==> config.mk <==
export PLATFORM = sky130hd
export DESIGN_NAME = branch_resolve_predict
export DESIGN_NICKNAME = d
export VERILOG_FILES = /design/src/rtl/branch_resolve_predict_pkg.sv /design/src/rtl/branch_resolve_predict_bht_counter_array.sv /design/src/rtl/branch_resolve_predict.sv
export SDC_FILE = /design/constraint.sdc
export NUM_CORES = 1
export LEC_CHECK = 0
export ABC_AREA = 0
export CAP_MARGIN = 20
export CORE_ASPECT_RATIO = 1.5
export CORE_MARGIN = 2
export CORE_UTILIZATION = 45
export CTS_CLUSTER_SIZE = 10
export DETAILED_ROUTE_END_ITERATION = 10
export GPL_ROUTABILITY_DRIVEN = 0
export PLACE_DENSITY = 0.77
export SETUP_SLACK_MARGIN = 0.02
export SLEW_MARGIN = 15
export SYNTH_ARGS = -nofsm -noshare
export SYNTH_HDL_FRONTEND = slang
export SYNTH_SLANG_ARGS = --single-unit
==> constraint.sdc <==
create_clock -name clk -period 11.65 [get_ports clk]
set_input_delay 1.7475 -clock clk [delete_from_list [all_inputs] [get_ports clk]]
set_output_delay 1.7475 -clock clk [all_outputs]
set_load 0.03 [all_outputs]
==> src/rtl/branch_resolve_predict_pkg.sv <==
// ============================================================================
// Module  : branch_resolve_predict_pkg
// Purpose : Branch funct3 codes, BHT counter encodings and reset default.
// Rev     : 1.0 - initial release
// ============================================================================
`default_nettype none

package branch_resolve_predict_pkg;

    localparam logic [2:0] c_F3_BEQ  = 3'b000;
    localparam logic [2:0] c_F3_BNE  = 3'b001;
    localparam logic [2:0] c_F3_BLT  = 3'b100;
    localparam logic [2:0] c_F3_BGE  = 3'b101;
    localparam logic [2:0] c_F3_BLTU = 3'b110;
    localparam logic [2:0] c_F3_BGEU = 3'b111;

    localparam logic [1:0] c_CTR_STRONG_NT = 2'b00;
    localparam logic [1:0] c_CTR_WEAK_NT   = 2'b01;
    localparam logic [1:0] c_CTR_WEAK_T    = 2'b10;
    localparam logic [1:0] c_CTR_STRONG_T  = 2'b11;

    localparam logic [1:0] c_BHT_INIT_DEFAULT = c_CTR_WEAK_NT;

endpackage

`default_nettype wire

==> src/rtl/branch_resolve_predict_bht_counter_array.sv <==
// ============================================================================
// Module  : bht_counter_array
// Purpose : ENTRIES x 2-bit saturating counters, async read, single write.
// Rev     : 1.0 - initial release
// ============================================================================
`default_nettype none

module bht_counter_array
    import branch_resolve_predict_pkg::*;
#(
    parameter int         ENTRIES    = 64,
    parameter int         IDX_W      = 6,
    parameter logic [1:0] INIT_STATE = c_BHT_INIT_DEFAULT
) (
    input  logic             clk,
    input  logic             rst,
    input  logic [IDX_W-1:0] i_rd_idx,
    output logic [1:0]       o_rd_ctr,
    input  logic             i_wr_en,
    input  logic [IDX_W-1:0] i_wr_idx,
    input  logic             i_wr_taken
);

    logic [1:0] r_ctr [ENTRIES];
    logic [1:0] w_wr_old;
    logic [1:0] w_wr_new;

    // Read returns stored state only: a same-cycle write is not forwarded.
    assign o_rd_ctr = r_ctr[i_rd_idx];
    assign w_wr_old = r_ctr[i_wr_idx];

    always_comb begin
        w_wr_new = w_wr_old;
        if (i_wr_taken) begin
            if (w_wr_old != c_CTR_STRONG_T)
                w_wr_new = w_wr_old + 2'd1;
        end else begin
            if (w_wr_old != c_CTR_STRONG_NT)
                w_wr_new = w_wr_old - 2'd1;
        end
    end

    always_ff @(posedge clk or posedge rst) begin
        if (rst) begin
            for (int i = 0; i < ENTRIES; i++)
                r_ctr[i] <= INIT_STATE;
        end else if (i_wr_en) begin
            r_ctr[i_wr_idx] <= w_wr_new;
        end
    end

endmodule

`default_nettype wire

==> src/rtl/branch_resolve_predict.sv <==
// ============================================================================
// Module  : branch_resolve_predict
// Purpose : EX branch resolution with bimodal BHT training and statistics.
// Rev     : 1.0 - initial release
// ============================================================================
`default_nettype none

module branch_resolve_predict
    import branch_resolve_predict_pkg::*;
#(
    parameter int         XLEN        = 32,
    parameter int         BHT_ENTRIES = 64,
    parameter logic [1:0] INIT_STATE  = c_BHT_INIT_DEFAULT,
    parameter int         CNT_W       = 32
) (
    input  logic            clk,
    input  logic            rst,
    input  logic [XLEN-1:0] f_pc,
    output logic            f_pred_taken,
    input  logic            ex_valid,
    input  logic            ex_stall,
    input  logic [2:0]      ex_funct3,
    input  logic [XLEN-1:0] ex_a,
    input  logic [XLEN-1:0] ex_b,
    input  logic [XLEN-1:0] ex_pc,
    input  logic [XLEN-1:0] ex_target,
    input  logic            ex_pred_taken,
    output logic            res_valid,
    output logic            res_taken,
    output logic            res_mispredict,
    output logic [XLEN-1:0] res_redirect_pc,
    output logic            res_illegal,
    output logic [CNT_W-1:0] stat_branches,
    output logic [CNT_W-1:0] stat_mispredicts
);

    localparam int              IDX_W     = $clog2(BHT_ENTRIES);
    localparam logic [XLEN-1:0] c_PC_STEP = XLEN'(4);

    logic [IDX_W-1:0] w_f_idx;
    logic [IDX_W-1:0] w_ex_idx;
    logic [1:0]       w_rd_ctr;
    logic             w_accept;
    logic             w_illegal;
    logic             w_taken;
    logic             w_bht_we;
    logic             w_unused_pc_bits;

    logic            r_res_valid;
    logic            r_res_taken;
    logic            r_res_mispredict;
    logic [XLEN-1:0] r_res_redirect_pc;
    logic            r_res_illegal;
    logic [CNT_W-1:0] r_stat_branches;
    logic [CNT_W-1:0] r_stat_mispredicts;

    assign w_f_idx          = f_pc[IDX_W+1:2];
    assign w_ex_idx         = ex_pc[IDX_W+1:2];
    assign w_unused_pc_bits = ^{f_pc[XLEN-1:IDX_W+2], f_pc[1:0]};
    assign w_accept         = ex_valid & ~ex_stall;
    assign w_illegal        = (ex_funct3 == 3'b010) || (ex_funct3 == 3'b011);
    assign w_bht_we         = w_accept & ~w_illegal;

    always_comb begin
        w_taken = 1'b0;
        case (ex_funct3)
            c_F3_BEQ:  w_taken = (ex_a == ex_b);
            c_F3_BNE:  w_taken = (ex_a != ex_b);
            c_F3_BLT:  w_taken = ($signed(ex_a) <  $signed(ex_b));
            c_F3_BGE:  w_taken = ($signed(ex_a) >= $signed(ex_b));
            c_F3_BLTU: w_taken = (ex_a <  ex_b);
            c_F3_BGEU: w_taken = (ex_a >= ex_b);
            default:   w_taken = 1'b0;
        endcase
    end

    bht_counter_array #(
        .ENTRIES    (BHT_ENTRIES),
        .IDX_W      (IDX_W),
        .INIT_STATE (INIT_STATE)
    ) u_bht (
        .clk        (clk),
        .rst        (rst),
        .i_rd_idx   (w_f_idx),
        .o_rd_ctr   (w_rd_ctr),
        .i_wr_en    (w_bht_we),
        .i_wr_idx   (w_ex_idx),
        .i_wr_taken (w_taken)
    );

    always_ff @(posedge clk or posedge rst) begin
        if (rst) begin
            r_res_valid        <= 1'b0;
            r_res_taken        <= 1'b0;
            r_res_mispredict   <= 1'b0;
            r_res_redirect_pc  <= '0;
            r_res_illegal      <= 1'b0;
            r_stat_branches    <= '0;
            r_stat_mispredicts <= '0;
        end else begin
            r_res_valid <= w_accept;
            if (w_accept) begin
                r_res_taken       <= w_taken;
                r_res_mispredict  <= w_taken ^ ex_pred_taken;
                r_res_redirect_pc <= w_taken ? ex_target : (ex_pc + c_PC_STEP);
                r_res_illegal     <= w_illegal;
            end
            // Illegal encodings never count; both stats stick at all-ones.
            if (w_bht_we) begin
                if (r_stat_branches != '1)
                    r_stat_branches <= r_stat_branches + CNT_W'(1);
                if ((w_taken != ex_pred_taken) && (r_stat_mispredicts != '1))
                    r_stat_mispredicts <= r_stat_mispredicts + CNT_W'(1);
            end
        end
    end

    assign f_pred_taken     = w_rd_ctr[1];
    assign res_valid        = r_res_valid;
    assign res_taken        = r_res_taken;
    assign res_mispredict   = r_res_mispredict;
    assign res_redirect_pc  = r_res_redirect_pc;
    assign res_illegal      = r_res_illegal;
    assign stat_branches    = r_stat_branches;
    assign stat_mispredicts = r_stat_mispredicts;

endmodule

`default_nettype wire

==> Word level (Yosys, flattened, before mapping) <==
Cells that the tools add are included.
{ "totals": {"elab_cells": 124, "register_bits": 228, "inputBits": 168, "output_inout_bits": 101} }
{ "classes": {"mux": 14, "bitwise_logic": 7, "reduce_logical": 7, "n_eq_ne": 13, "add_sub_neg": 5, "n_lt_le_gt_ge": 7} }
{ "op_table": {"columns": ["op", "count"], "rows": [
  ["$bwmux 128", 1],
  ["$add 32x1->32 const B", 2],
  ["$ge 32x32->1", 2],
  ["$lt 32x32->1", 2],
  ["$ne 32x32->1 const B", 2],
  ["$add 32x3->32 const B", 1],
  ["$eq 32x32->1", 1],
  ["$mux 32", 1],
  ["$ne 32x32->1", 1],
  ["$bmux 2 s6", 2],
  ["$mux 2", 8],
  ["$ge 7x7->1 const B", 2],
  ["$not 6->7", 2],
  ["$demux 2 s6", 1],
  ["$eq 3x3->1 const B", 4],
  ["$lt 7x1->1 const B", 1],
  ["$eq 3x2->1 const B", 2],
  ["$pmux 1 s6", 1],
  ["$reduce_and 2->1", 2],
  ["$eq 3x1->1 const B", 1],
  ["$logic_not 3->1", 1],
  ["$add 2x1->2 const B", 1],
  ["$and 1x1->1", 2],
  ["$logic_and 1x1->1", 2],
  ["other kinds (7)", 8]
]} }

==> Logic depth before layout (Yosys ltp) <==
Gate-level depths: netlist (run 1).
{ "depth": {"word_depth": 8, "mapped_depth": 14, "ltp_nobuf": 11} }

==> By module <==
From an unflattened synthesis (run 1), not the netlist that was laid out.
{ "hier_totals": {"cells_unflattened": 1749, "hier_area_um2": 16115.5} }
{ "modules_own_cells": {"columns": ["module", "area_each_um2", "n_inst", "seq_area_each_um2", "cells_each"], "rows": [
  ["bht_counter_array", 9614.2, 1, 3283.1, 1048],
  ["branch_resolve_predict", 6501.2, 1, 2502.4, 701]
]} }

==> Least setup slack after synthesis (run 1) <==
Ideal clock, no wire load.
{ "synth_path": {"path_type": "in2out", "start": "in f_pc[2]", "end": "out f_pred_taken", "cell_stages": 5, "setup_slack_ns": 5.638, "t_arrival_ns": 4.264, "t_required_ns": 9.903, "cell_sequence": "clkbuf_1 -> buf_1 -> mux4_2 -> mux4_2 -> mux4_2"} }
{ "synth_between": {"elab_chain_len": 4} }
{ "synth_rtl": {"columns": ["item", "line", "rtl"], "rows": [
  ["from (decl)", "branch_resolve_predict.sv:18", "input logic [XLEN-1:0] f_pc,"],
  ["$not 6->7 (not written as such)", "branch_resolve_predict_bht_counter_array.sv:29", "assign o_rd_ctr = r_ctr[i_rd_idx];"],
  ["$bmux 2 s6", "branch_resolve_predict_bht_counter_array.sv:29", null],
  ["$mux 2 (not written as such) (2 in series)", "branch_resolve_predict_bht_counter_array.sv:29", null],
  ["to (decl)", "branch_resolve_predict.sv:19", "output logic f_pred_taken,"]
]} }
Every way passes these cells. The select of a mux whose other input is x is not followed.

==> Worst setup path after layout (run 1) <==
{ "layout_path": {"start": "in f_pc[3]", "end": "out f_pred_taken"} }
The elaborated chain is that of the path after synthesis.

==> flow_summary.ini, run 1 <==
[run_status]
status = completed

[floorplan]
die_width_um = 144
dieArea_um2 = 30700
core_region_area_um2 = 28800
io_pins = 269
rows = 76
die_h_um = 214
start_util = 0.457

[drt]
drt-total-wl_um = 36200
vias = 10400
routed.top_layer = met4
wl_met1_um = 14000
wire_per_inst_um = 19.7
via_per_inst = 5.66
drc_errors = 0
met2_wirelength_um = 18300
dr_wl_met3_um = 2340
first_pass_iters = 5
drtIter0Drc = 667
postRouteAntennaNets = 0

[yosys]
syn_nets = 1408
yosysTopAreaCell = dfrtp_1
synth_area_leaders = dfrtp_1, dfstp_2, mux2_2
synth.top_cell.area_share = 0.312
ys_ff_latch = 228
syn_avg_cell_area_um2 = 10.9
yosys_warnings = 0
synth_area_um2 = 13200
synthFlopType = dfrtp_1
ys_seq_area_frac = 0.439
syn_inst = 1205
synth_edf_count = 0
ys_types = 64
async_flop_share = 1.00

[timing]
worstMarginPinSlew_ps = 1130
slew_headroom = 0.241
fin_crit_sh = 0.573
hold_viol = 0
slew_viol_final = 0
fmax_ghz = 0.150
holdWs_ps = 483
final-setup-viol-count = 0
grt_setup_unrepaired = no
fin_skew_ps = 17.2
finalSetupTns_ps = 0
min_period_ps = 6670

[worst_setup_path]
cp_data_arrival_time_ps = 4930
crit_top_cell = mux4_2
cp.required_ps = 9900
cp-end-kind = output pin
worst_setup_path_start_kind = primary input
path_buf_inv = 2
critPathSlowestCell = clkdlybuf4s50_1
cp_top_family = buffers and inverters
worstPathMaxFanout = 16
critical-path-max-stage-delay_ps = 1080
critPathKind = primary input to output pin
path_cells = clkdlybuf4s50_1 > mux4_2 > mux4_2 > mux4_2 > clkdlybuf4s50_1

[placement]
hpwlAfterDp_um = 25800
portBuffers = 242

[cts]
clk_latency_ps = 530
cts_tree = built
cts_setup_buffers = 0
cts-root-buf = clkbuf_16
cts_sinks = 228
cts-buffers-inserted = 26
cts_hold_buffers = 0
ctsHtreeMaxLevel = 1
ctsResizeCount = 0
clk_path_buf_depth = 3
clk_pin_slew_worst_paths_ps = 60

[grt]
grt_pass1_wl_um = 57000
grt_max_degree = 99
grt_pass1_vias = 10600
grt.overflow.total = 0
track_usage = 0.235
grt_antenna_before_repair = 3

[layout]
layout_commonest_cell = clkdlybuf4s50_1
syn2layout_area_growth_pct = 26.5
seqCellArea_um2 = 5790
layout_common_cells = clkdlybuf4s50_1, dfrtp_1, mux2_2, nand2_1, xnor2_1
drive_above_1_share = 0.202
multi_input_area_um2 = 6940
fillers = 2433
nets = 1627

[worst_hold_path]
hold_class = flop to flop

[flow_run]
cap_violations = 0

[power_and_ir_drop]
p_leak_nw = 7.08
power_density_nw_per_um2 = 126
ir_drop_v = 0.000111
[area by class of cell]
type                       count  area share
clock buffer                  48      0.0453
tap                          390      0.0293
inverter                      44      0.0104
antenna                        3    0.000451
sequential                   228       0.347
timing repair buffer         255       0.151
multi-input combinational    869       0.417
[through the flow]
step,instances,cell area (um^2),setup WS (ps),utilization,total power (W)
2_1_floorplan,1205,13200,3760,-,0.00117
3_3_place_gp,1786,15900,4980,0.552,0.00135
3_5_place_dp,1786,15900,5000,0.552,0.00136
4_1_cts,1834,16600,4990,0.578,0.00211
5_1_grt,1837,16700,4960,0.578,0.00219
6_report,1837,16700,4980,0.578,0.00210
[per-layer routing]
metal	GRT usage	up-vias
met4	0.0967	0
li1	-	4796
met3	0.0353	81
met2	0.417	404
met1	0.285	5125
met5	0	-
[final timing paths]
path / from / end / slack [ps] / depth (start not counted)
setup / recovery: f_pc[3] / f_pred_taken / 4980 / 5
hold / removal: res_redirect_pc[13]$_DFFE_PP0P_ / res_redirect_pc[13]$_DFFE_PP0P_ / 480 / 2
setup reg to reg: stat_mispredicts[7]$_DFFE_PP0P_ / stat_mispredicts[17]$_DFFE_PP0P_ / 8770 / 8
hold reg to reg: res_redirect_pc[13]$_DFFE_PP0P_ / res_redirect_pc[13]$_DFFE_PP0P_ / 480 / 2
max in group asynchronous: rst / u_bht.r_ctr[43]$_DFFE_PP0P_ / 8520 / 3
min in group asynchronous: rst / u_bht.r_ctr[59]$_DFFE_PP0P_ / 1760 / 2
[tightest hold or removal path: cells and delay by family, from the launching register on]
kind,cells,cell delay [ps]
DFF,1,340
AOI/OAI and AO/OA,1,60
and+or+nand+nor,1,50
[flip-flops by register name (all words and copies together) (netlist names)]
signal,flops
res_taken,1
res_mispredict,1
res_valid,1
res_illegal,1
res_redirect_pc,32
stat_mispredicts,32
u_bht.r_ctr,128
stat_branches,32
[report_power, final]
group / internal (W) / leakage (nW) / switching (W)
clock network: 0.000431 / 0.358 / 0.000314
registers: 0.000861 / 2.88 / 0.0000404
logic: 0.000194 / 3.84 / 0.000257
[logic make-up (layout without fill, tap and decap cells)]
kind of cell             count (synthesis)  after routing  synth area share
AND/OR/NAND/NOR                        372            372             0.141
flip-flops                             228            228             0.439
multiplexers                           224            224             0.218
AO/OA/AOI/OAI                          146            146            0.0719
buffers and inverters                  108            347            0.0352
XOR/XNOR                                90             90            0.0598
adder cells (fa/ha/maj)                 37             37            0.0353
other                                    0              3                 0
[synth_stat cells, drive strengths merged, types with 4 or more instances]
master / instances
a31oi: 4
nand3: 44
and3: 36
buf: 34
mux4: 37
o211ai: 11
nor2: 71
ha: 35
mux2i: 54
a21oi: 34
dfstp: 64
inv: 44
a22o: 4
nor4: 9
mux2: 133
xnor2: 77
nor3: 22
or2: 4
nand2: 123
clkbuf: 30
nand4: 20
and4: 10
o21ai: 48
or4: 4
o2111ai: 11
dfrtp: 164
and2: 12
xor2: 13
a221oi: 5
nor2b: 6
a22oi: 7
Power figures use the tool's default switching activity.
==> inputs of run 2 (changes only) <==
--- a/config.mk
+++ b/config.mk
@@ -13,7 +13,7 @@
 export CTS_CLUSTER_SIZE = 10
 export DETAILED_ROUTE_END_ITERATION = 10
 export GPL_ROUTABILITY_DRIVEN = 0
-export PLACE_DENSITY = 0.77
+export PLACE_DENSITY = 0.8
 export SETUP_SLACK_MARGIN = 0.02
 export SLEW_MARGIN = 15
 export SYNTH_ARGS = -nofsm -noshare
==> constraint.sdc (replaced) <==
create_clock -name clk -period 5.74 [get_ports clk]
set_input_delay 0.861 -clock clk [delete_from_list [all_inputs] [get_ports clk]]
set_output_delay 0.861 -clock clk [all_outputs]
set_load 0.03 [all_outputs]
==> run 2 against run 1 <==
Against the previous run: sequential share of layout area down 0.16 points; critical path depth up 1; via count up 1.5%; non-clock buffer count up 8; routed wire length up 2.4%; core utilization up 0.27 points; flip-flop and latch count unchanged; total power up 100%; clock skew down 4.1 ps; highest routed layer unchanged.
==> flow_summary.ini, run 2 (synthesis gave the netlist of run 1 again) <==
[timing]
worst_slack_ps = 867
final-setup-viol-count = 0
hold_viol = 0
fin_crit_sh = 0.849
finalSetupTns_ps = 0
min_period_ps = 4870
slew_viol_final = 0
fmax_ghz = 0.205
worstMarginPinSlew_ps = 980
grt_setup_unrepaired = no
fin_skew_ps = 13.1
slew_headroom = 0.344

[placement]
place_inst = 1794
portBuffers = 242
hpwlAfterDp_um = 26600
preCtsSetupSlack_ps = 550
place_area_um2 = 16000

[power_and_ir_drop]
ir_drop_v = 0.000280
p_leak_nw = 7.12
power_density_nw_per_um2 = 255

[grt]
grt_pass1_vias = 10800
grt_max_degree = 156
grt_antenna_before_repair = 2
grt_pass1_wl_um = 58100
grt.overflow.total = 0
track_usage = 0.241

[flow_run]
cap_violations = 0

[worst_setup_path]
cp-end-kind = output pin
cp.required_ps = 4880
setup.worst_path.start = f_pc[3]
reg2reg_to = u_bht.r_ctr[79]$_DFFE_PP0P_
rr_worst_depth = 8
cp-endpoint = f_pred_taken
critPathKind = primary input to output pin
cp_data_arrival_time_ps = 4010
worst_setup_path_start_kind = primary input
worstPathMaxFanout = 10
timing.rr.start = u_bht.r_ctr[9]$_DFFE_PP0P_
ff2ff_setup_slack_ps = 2710

[drt]
wire_per_inst_um = 20.1
postRouteAntennaNets = 0
vias = 10600
drtIter0Drc = 615
via_per_inst = 5.73
drt-total-wl_um = 37100
first_pass_iters = 5
drc_errors = 0

[worst_hold_path]
hold_class = flop to flop

[cts]
cts_sinks = 228
cts-root-buf = clkbuf_16
cts-buffers-inserted = 26
cts_setup_buffers = 0
ctsResizeCount = 0
ctsHtreeMaxLevel = 1
clk_pin_slew_worst_paths_ps = 60
clk_latency_ps = 540
cts_hold_buffers = 0
cts_tree = built
clk_path_buf_depth = 3

[floorplan]
start_util = 0.457
die_h_um = 214
dieArea_um2 = 30700
io_pins = 269
die_width_um = 144
core_region_area_um2 = 28800
rows = 76

[layout]
final_area_um2 = 16700
nets = 1635
layout_commonest_cell = clkdlybuf4s50_1
drive_above_1_share = 0.207
largest_register_ffs = 128
fillers = 2388
instances_no_fill = 1844
layout_common_cells = clkdlybuf4s50_1, dfrtp_1, mux2_2, nand2_1, xnor2_1
syn2layout_area_growth_pct = 27.1
largest_register = u_bht.r_ctr

[run_status]
status = completed
[run 2: cell count changes in the layout (fill, tap and decap cells not counted), sizes merged]
cell and change:
buf +8, inv -1, diode -1, clkinvlp +1
[run 2: power by group]
group	switching, W	internal (W)
Clock	0.000650	0.000875
Combinational	0.000523	0.000399
Sequential	0.0000824	0.00175
[run 2: how the worst min path moves through the flow]
stage,from,to,slack [ps],cells past startpoint
finish,res_mispredict$_DFFE_PP0P_,res_mispredict$_DFFE_PP0P_,470,2
global route,stat_branches[28]$_DFFE_PP0P_,stat_branches[28]$_DFFE_PP0P_,500,1
CTS,res_mispredict$_DFFE_PP0P_,res_mispredict$_DFFE_PP0P_,480,2
detailed placement,res_mispredict$_DFFE_PP0P_,res_mispredict$_DFFE_PP0P_,460,2
global placement,res_mispredict$_DFFE_PP0P_,res_mispredict$_DFFE_PP0P_,460,2
floorplan,u_bht.r_ctr[73]$_DFFE_PP0P_,u_bht.r_ctr[73]$_DFFE_PP0P_,490,1
[run 2: per-stage QoR]
step,total power (W),hold slack (ps),util
after global placement,0.00275,457,0.554
after global routing,0.00445,505,0.581
after CTS,0.00431,480,0.581
after floorplan,0.00238,491,-
final,0.00428,474,0.581
after detailed placement,0.00278,465,0.554
[run 2: final cells by class]
class,count,area [um^2],share of cell area
multi-input cells,869,6940,0.415
diodes,2,5.00,0.000299
inverters,44,169,0.0101
clock buffers,48,754,0.0451
well taps,390,488,0.0291
flip-flops and latches,228,5790,0.346
repair buffers,263,2590,0.155
[run 2: per-layer routing]
layer / up-vias / global-route usage / share of wire
met5: - / 0 / 0
met4: 0 / 0.119 / 0.045
met3: 97 / 0.0324 / 0.062
met2: 413 / 0.439 / 0.52
met1: 5240 / 0.275 / 0.38
li1: 4808 / - / -
[run 2: worst max-delay path, stage by stage]
cell	delay [ps]
clkdlybuf4s50_1	920
buf_4	300
mux4_2	330
mux4_2	490
mux4_2	500
clkdlybuf4s50_1	610
